$ cat src/rtl/program_loader.sv
// Boot loader: fills program RAM over the shared bus (address, data, write per byte), then enables the CPU.
// Four cycles minimum per byte. Waits in WAIT_BYTE with byte_ready high until byte_valid arrives.
module program_loader #(
    parameter int ADDR_W = 4,
    parameter int DATA_W = 8,
    parameter int DEPTH  = 16
) (
    input  logic              clk,
    input  logic              rst_n,
    input  logic              load_req,
    input  logic              go,
    input  logic              abort,
    input  logic [DATA_W-1:0] byte_in,
    input  logic              byte_valid,
    input  logic              byte_last,
    output logic              byte_ready,
    output logic [DATA_W-1:0] bus_out,
    output logic              bus_drive,
    output logic              ctrl_override,
    output logic              n_lma,
    output logic              n_lmd,
    output logic              n_lr,
    output logic              cpu_run,
    output logic              load_done,
    output logic              len_full,
    output logic [ADDR_W:0]   bytes_written
);

    typedef enum logic [2:0] {
        IDLE, WAIT_BYTE, ADDR, DATA, WRITE, RUN
    } state_t;

    state_t              state_q, state_d;
    logic [ADDR_W-1:0]   addr_q, addr_d;
    logic [DATA_W-1:0]   byte_q, byte_d;
    logic                last_q, last_d;
    logic [DATA_W-1:0]   bus_out_q, bus_out_d;
    logic                load_done_q, load_done_d;
    logic                len_full_q, len_full_d;
    logic [ADDR_W:0]     bw_q, bw_d;

    always_ff @(posedge clk or negedge rst_n) begin
        if (!rst_n) begin
            state_q     <= IDLE;
            addr_q      <= '0;
            byte_q      <= '0;
            last_q      <= 1'b0;
            bus_out_q   <= '0;
            load_done_q <= 1'b0;
            len_full_q  <= 1'b0;
            bw_q        <= '0;
        end else begin
            state_q     <= state_d;
            addr_q      <= addr_d;
            byte_q      <= byte_d;
            last_q      <= last_d;
            bus_out_q   <= bus_out_d;
            load_done_q <= load_done_d;
            len_full_q  <= len_full_d;
            bw_q        <= bw_d;
        end
    end

    // bus_out is loaded on entry to ADDR/DATA so it is valid for the whole strobe cycle
    always_comb begin
        state_d     = state_q;
        addr_d      = addr_q;
        byte_d      = byte_q;
        last_d      = last_q;
        bus_out_d   = '0;
        load_done_d = 1'b0;
        len_full_d  = len_full_q;
        bw_d        = bw_q;
        unique case (state_q)
            IDLE, RUN: begin
                if (load_req) begin
                    state_d    = WAIT_BYTE;
                    addr_d     = '0;
                    bw_d       = '0;
                    len_full_d = 1'b0;
                end else if (go && state_q == IDLE) begin
                    state_d = RUN;
                end
            end
            WAIT_BYTE: begin
                if (abort) begin
                    state_d = IDLE;
                end else if (byte_valid) begin
                    byte_d    = byte_in;
                    last_d    = byte_last;
                    bus_out_d = DATA_W'(addr_q);
                    state_d   = ADDR;
                end
            end
            ADDR: begin
                if (abort) begin
                    state_d = IDLE;
                end else begin
                    bus_out_d = byte_q;
                    state_d   = DATA;
                end
            end
            DATA: state_d = abort ? IDLE : WRITE;
            WRITE: begin
                bw_d = bw_q + (ADDR_W+1)'(1);
                if (abort) begin
                    state_d = IDLE;
                end else if (last_q) begin
                    state_d     = RUN;
                    load_done_d = 1'b1;
                end else if (addr_q == ADDR_W'(DEPTH-1)) begin
                    state_d     = RUN;
                    load_done_d = 1'b1;
                    len_full_d  = 1'b1;
                end else begin
                    addr_d  = addr_q + ADDR_W'(1);
                    state_d = WAIT_BYTE;
                end
            end
            default: state_d = IDLE;
        endcase
    end

    assign byte_ready    = (state_q == WAIT_BYTE);
    assign bus_drive     = (state_q == ADDR) || (state_q == DATA);
    assign n_lma         = (state_q != ADDR);
    assign n_lmd         = (state_q != DATA);
    assign n_lr          = (state_q != WRITE);
    assign ctrl_override = (state_q == WAIT_BYTE) || (state_q == ADDR) ||
                           (state_q == DATA) || (state_q == WRITE);
    assign cpu_run       = (state_q == RUN);
    assign bus_out       = bus_out_q;
    assign load_done     = load_done_q;
    assign len_full      = len_full_q;
    assign bytes_written = bw_q;

endmodule

$ cat config.mk
export PLATFORM = sky130hd
export DESIGN_NAME = program_loader
export DESIGN_NICKNAME = d
export VERILOG_FILES = /design/src/rtl/program_loader.sv
export SDC_FILE = /design/constraint.sdc
export NUM_CORES = 1
export LEC_CHECK = 0
export ABC_AREA = 1
export ABC_CLOCK_PERIOD_IN_PS = 2000
export CORE_MARGIN = 2
export CORE_UTILIZATION = 32
export CTS_BUF_LIST = sky130_fd_sc_hd__clkbuf_8
export DETAILED_ROUTE_END_ITERATION = 10
export GPL_TIMING_DRIVEN = 0
export REMOVE_ABC_BUFFERS = 1
export SYNTH_ARGS = -nofsm -noshare
export SYNTH_HDL_FRONTEND = slang
export SYNTH_SLANG_ARGS = --single-unit
$ cat constraint.sdc
create_clock -name clk -period 2 [get_ports clk]
set_input_delay 0.4 -clock clk [delete_from_list [all_inputs] [get_ports clk]]
set_output_delay 0.4 -clock clk [all_outputs]
set_load 0.05 [all_outputs]
# Word level (Yosys, flattened, before mapping)
# Index checks and enable logic that the tools add are counted.
word_totals:
  output_inout_bits: 22
  in_bits: 15
  word_cells: 70
  reg_bits: 31
classes:
  n_addsub: 2
  bitwise_logic: 1
  muxes: 30
  n_reduce_logical: 13
  n_eq_ne: 16
ops:
  columns: ["op", "count"]
  rows:
  - ["3-bit two-way mux", 8]
  - ["4-bit two-way mux", 6]
  - ["8-bit one-hot mux with 2 select lines", 1]
  - ["3-bit one-hot mux with 5 select lines", 1]
  - ["2-bit inequality test (second input constant)", 5]
  - ["5-bit one-hot mux with 2 select lines", 1]
  - ["5-bit AND reduction", 2]
  - ["3-bit inequality test (second input constant)", 3]
  - ["1-bit two-way mux", 8]
  - ["8-bit two-way mux", 1]
  - ["4-bit one-hot mux with 2 select lines", 1]
  - ["3-bit by 2-bit == test with 1-bit output (second input constant)", 2]
  - ["3-bit == test (second input constant)", 2]
  - ["3-bit by 2-bit inequality test with 1-bit output (second input constant)", 2]
  - ["5-bit by 1-bit adder with 5-bit output (second input constant)", 1]
  - ["5-bit two-way mux", 1]
  - ["4-bit by 1-bit adder with 4-bit output (second input constant)", 1]
  - ["4-bit == test (second input constant)", 1]
  - ["1-bit logical OR", 4]
  - ["2-bit AND reduction", 2]
  - ["3-bit by 1-bit == test with 1-bit output (second input constant)", 1]
  - ["3-bit zero test", 1]
  - ["3-bit AND reduction", 1]
  - ["2-bit two-way mux", 1]
  - ["other kinds (5)", 5]

# Longest topological paths before layout
logic_depth:
  ltp_word: 5
  depth_mapped: 9

# Worst setup path before layout
# OpenSTA, ideal clock, no wires.
synth_timing:
  kind: "register -> output"
  startpoint: "register state_q[1]"
  endpoint: "output port n_lma"
  t_arrival_ns: 1.309
  setup_slack_ns: 0.291
  stages_incl_launch_ff: 4
  cell_sequence: "dfrtp_1 inv_2 nor2_4 nand2_1"
synth_between:
  elab_chain_len: 1
synth_rtl:
  columns: ["item", "line", "source"]
  rows:
  - ["from (decl)", "33", "state_t state_q, state_d;"]
  - ["from (signal assigned)", "53", "state_q <= state_d;"]
  - ["3-bit by 2-bit inequality test with 1-bit output", "126", "assign n_lma = (state_q != ADDR);"]
  - ["to (decl)", "20", "output logic n_lma,"]
# No other way between the ends.

# Worst setup path in the final report
layout_timing:
  startpoint: "register state_q[2]"
  endpoint: "output port byte_ready"
layout_between:
  elab_chain_len: 1
layout_rtl:
  columns: ["item", "line", "source"]
  rows:
  - ["3-bit by 1-bit == test with 1-bit output", "124", "assign byte_ready = (state_q == WAIT_BYTE);"]
  - ["to (decl)", "16", "output logic byte_ready,"]
# No other way between the ends.

==> flow_metrics.env <==
export IMPL_status="completed"
export IMPL_final_common_cell="nand2_1"
export IMPL_r2r_slack_ns=0.54
export IMPL_min_period_ns=1.93
export IMPL_fin_setup_tns_ns=0
export IMPL_wire_per_inst_um=11.3
export IMPL_syn_to_final_growth_pct=31.1
export IMPL_crit_path_end_kind="output port"
export IMPL_drt_iter0_markers=52
export IMPL_die_width_um=72.4
export IMPL_final_nets=231
export IMPL_crit_end="byte_ready"
export IMPL_dr_pass1_iters=4
export IMPL_max_freq_ghz=0.518
export IMPL_clock_skew_ns=0.00344
export IMPL_drive_gt1_share_pct=14.0
export IMPL_rows=24
export IMPL_ir_worst_vdd_v=0.000404
export IMPL_h_tree_depth=2
export IMPL_io_pins=37
export IMPL_regToRegEndpoint="addr_q[1]$_DFFE_PN0P_"
export IMPL_ys_types=25
export IMPL_syn_avg_cell_area_um2=8.56
export IMPL_rsz0062_at_grt="false"
export IMPL_crit_type="reg -> out"
export IMPL_slew_headroom_pct=53.5
export IMPL_setup_slack_ns=0.0682
export IMPL_synth_area_top_cells="dfrtp_1 52%, nand2_1 10%, inv_1 6.0%, nor2_1 4.5%, o21ai_0 4.0%"
export IMPL_hold_worst_slack_ns=0.167
export IMPL_hold_path_class="in -> async"
export IMPL_gp_congestion=0.829
export IMPL_vias=1209
export IMPL_vias_per_cell=4.55
export IMPL_dpl_worst_slack_ns=-0.283
export IMPL_ys_flop_type="dfrtp_1"
export IMPL_critPathLaunch="state_q[2]$_DFFE_PN0P_"
export IMPL_overflow=0
export IMPL_cts_tree="yes"
export IMPL_setup_violations=0
export IMPL_grt_pass1_wl_um=5110
export IMPL_grt_pass1_vias=1127
export IMPL_stdcell_count=266
export IMPL_slew_viol_final=0
export IMPL_ys_seq_area_share_pct=51.8
export IMPL_drv_cap=0
export IMPL_critPathMaxFanout=6
export IMPL_grt_total_usage_pct=12.7
export IMPL_grt_max_degree=32
export IMPL_cts_hold_buf=0
export IMPL_netlist_area_um2=1500
export IMPL_reg2regPathDepth=6
export IMPL_p_leak_uw=0.000930
export IMPL_synth_edff_count=0
export IMPL_dp_final_hpwl_um=2070
export IMPL_synth_top_cell_by_area="dfrtp_1"
export IMPL_yosysWarnings=0
export IMPL_startpoint_type="flip-flop"
export IMPL_worstSkewPairLatency_ns=0.28
export IMPL_hold_viol_final=0
export IMPL_synthCells=175
export IMPL_netlist_area_leader_share_pct=51.8
export IMPL_drcViolationCount=0
export IMPL_port_buffers=36
export IMPL_required_ns=1.60
export IMPL_place_inst=259
export IMPL_cts_root_buf="clkbuf_8"
export IMPL_cp_data_arrival_time_ns=1.53
export IMPL_post_route_period_util_pct=96.6
export IMPL_clock_sinks=31
export IMPL_numCtsBuffers=5
export IMPL_clk_pin_slew_ns=0.06
export IMPL_initial_core_util_pct=33.7
export IMPL_core_um2=4440
export IMPL_insertedDiodeCount=0
export IMPL_clockBufferDepth=2
export IMPL_dieArea_um2=5240
export IMPL_final_cell_mix="39 x nand2_1, 29 x dfrtp_1, 28 x clkdlybuf4s50_1"
export IMPL_ant_nets=0
export IMPL_routed_wl_um=3000
export IMPL_die_h_um=72.4
export IMPL_tightest_slew_ns=0.698
export IMPL_ys_async_sr_fraction_pct=100
export IMPL_power_density_nw_per_um2=1340
export IMPL_reg2reg_from="state_q[0]$_DFFE_PN0P_"
export IMPL_synth_seq_cells=31
export IMPL_antenna_found_initial=0
worst max-delay path, stage by stage (launching register included):
cell	delay, ns
dfrtp_1	0.47
inv_2	0.14
nand2_2	0.08
nor2_4	0.16
clkdlybuf4s15_2	0.40
Yosys cell counts, types with 2 or more instances:
cell      n
nand2_1  40
dfrtp_1  31
inv_1    24
nor2_1   18
o21ai_0  12
a21oi_1   8
nand3_1   8
o22ai_1   5
nor2_4    4
o21ai_1   4
buf_6     3
inv_2     3
ha_1      2
nand2_2   2
how the worst min path moves through the flow:
stage,start,end,slack [ns],cells after the start
5_1_grt,rst_n,addr_q[1]$_DFFE_PN0P_,0.22,1
3_5_place_dp,byte_q[5]$_DFFE_PN0P_,byte_q[5]$_DFFE_PN0P_,0.47,2
2_1_floorplan,rst_n,addr_q[0]$_DFFE_PN0P_,0.10,0
3_3_place_gp,byte_q[6]$_DFFE_PN0P_,byte_q[6]$_DFFE_PN0P_,0.47,2
6_report,rst_n,len_full$_DFFE_PN0P_,0.17,1
4_1_cts,rst_n,len_full$_DFFE_PN0P_,0.19,1
timing repair:
item                                    CTS  global route
setup buffers                             0             0
gates resized for setup                  20             6
endpoints found under the setup margin    7             4
sequential cells by signal, summed over array words and instances, names as in the netlist:
signal / count
addr_q: 4
bus_out: 8
byte_q: 8
bytes_written: 5
last_q: 1
len_full: 1
load_done: 1
state_q: 3
layout make-up:
cell class	instances	area (µm²)
clock inverters	1	5.00
well taps	52	65.1
repair buffers	36	349
clock buffers	6	82.6
flip-flops and latches	31	778
inverters	28	105
multi-input cells	112	578
fillers	466	2480
layer usage:
metal | track usage [%] | vias up | routed length, µm
met5 | 0 | - | 0
li1 | - | 628 | -
met1 | 16.4 | 543 | 1430
met3 | 4.58 | 4 | 177
met2 | 19.7 | 34 | 1360
met4 | 4.73 | 0 | 34
power by group:
group,leakage [µW],internal (µW),switching [µW],total (µW)
clock network,0.0000470,270,223,493
registers,0.000402,790,134,925
logic,0.000481,378,840,1220
total,0.000930,1440,1200,2640
per-stage QoR:
step / total power, µW / utilization [%] / cell area, µm²
after detailed placement: 2180 / 42.2 / 1880
after CTS: 2650 / 44.2 / 1960
final: 2640 / 44.2 / 1960
after floorplan: 1820 / - / 1460
after global routing: 2830 / 44.2 / 1960
after global placement: 2170 / 42.3 / 1880
cells by family (layout without fill, tap and decap cells):
| logic type | Yosys count | in the layout | share of synthesized area, % |
|---|---|---|---|
| xor+xnor | 2 | 2 | 1.17 |
| flops | 31 | 31 | 51.8 |
| fa+ha+maj | 2 | 2 | 1.67 |
| compound gates | 33 | 33 | 12.4 |
| simple gates | 75 | 75 | 23.2 |
| buf+inv | 32 | 71 | 9.77 |
No activity file was read; power rests on OpenSTA's default activity.
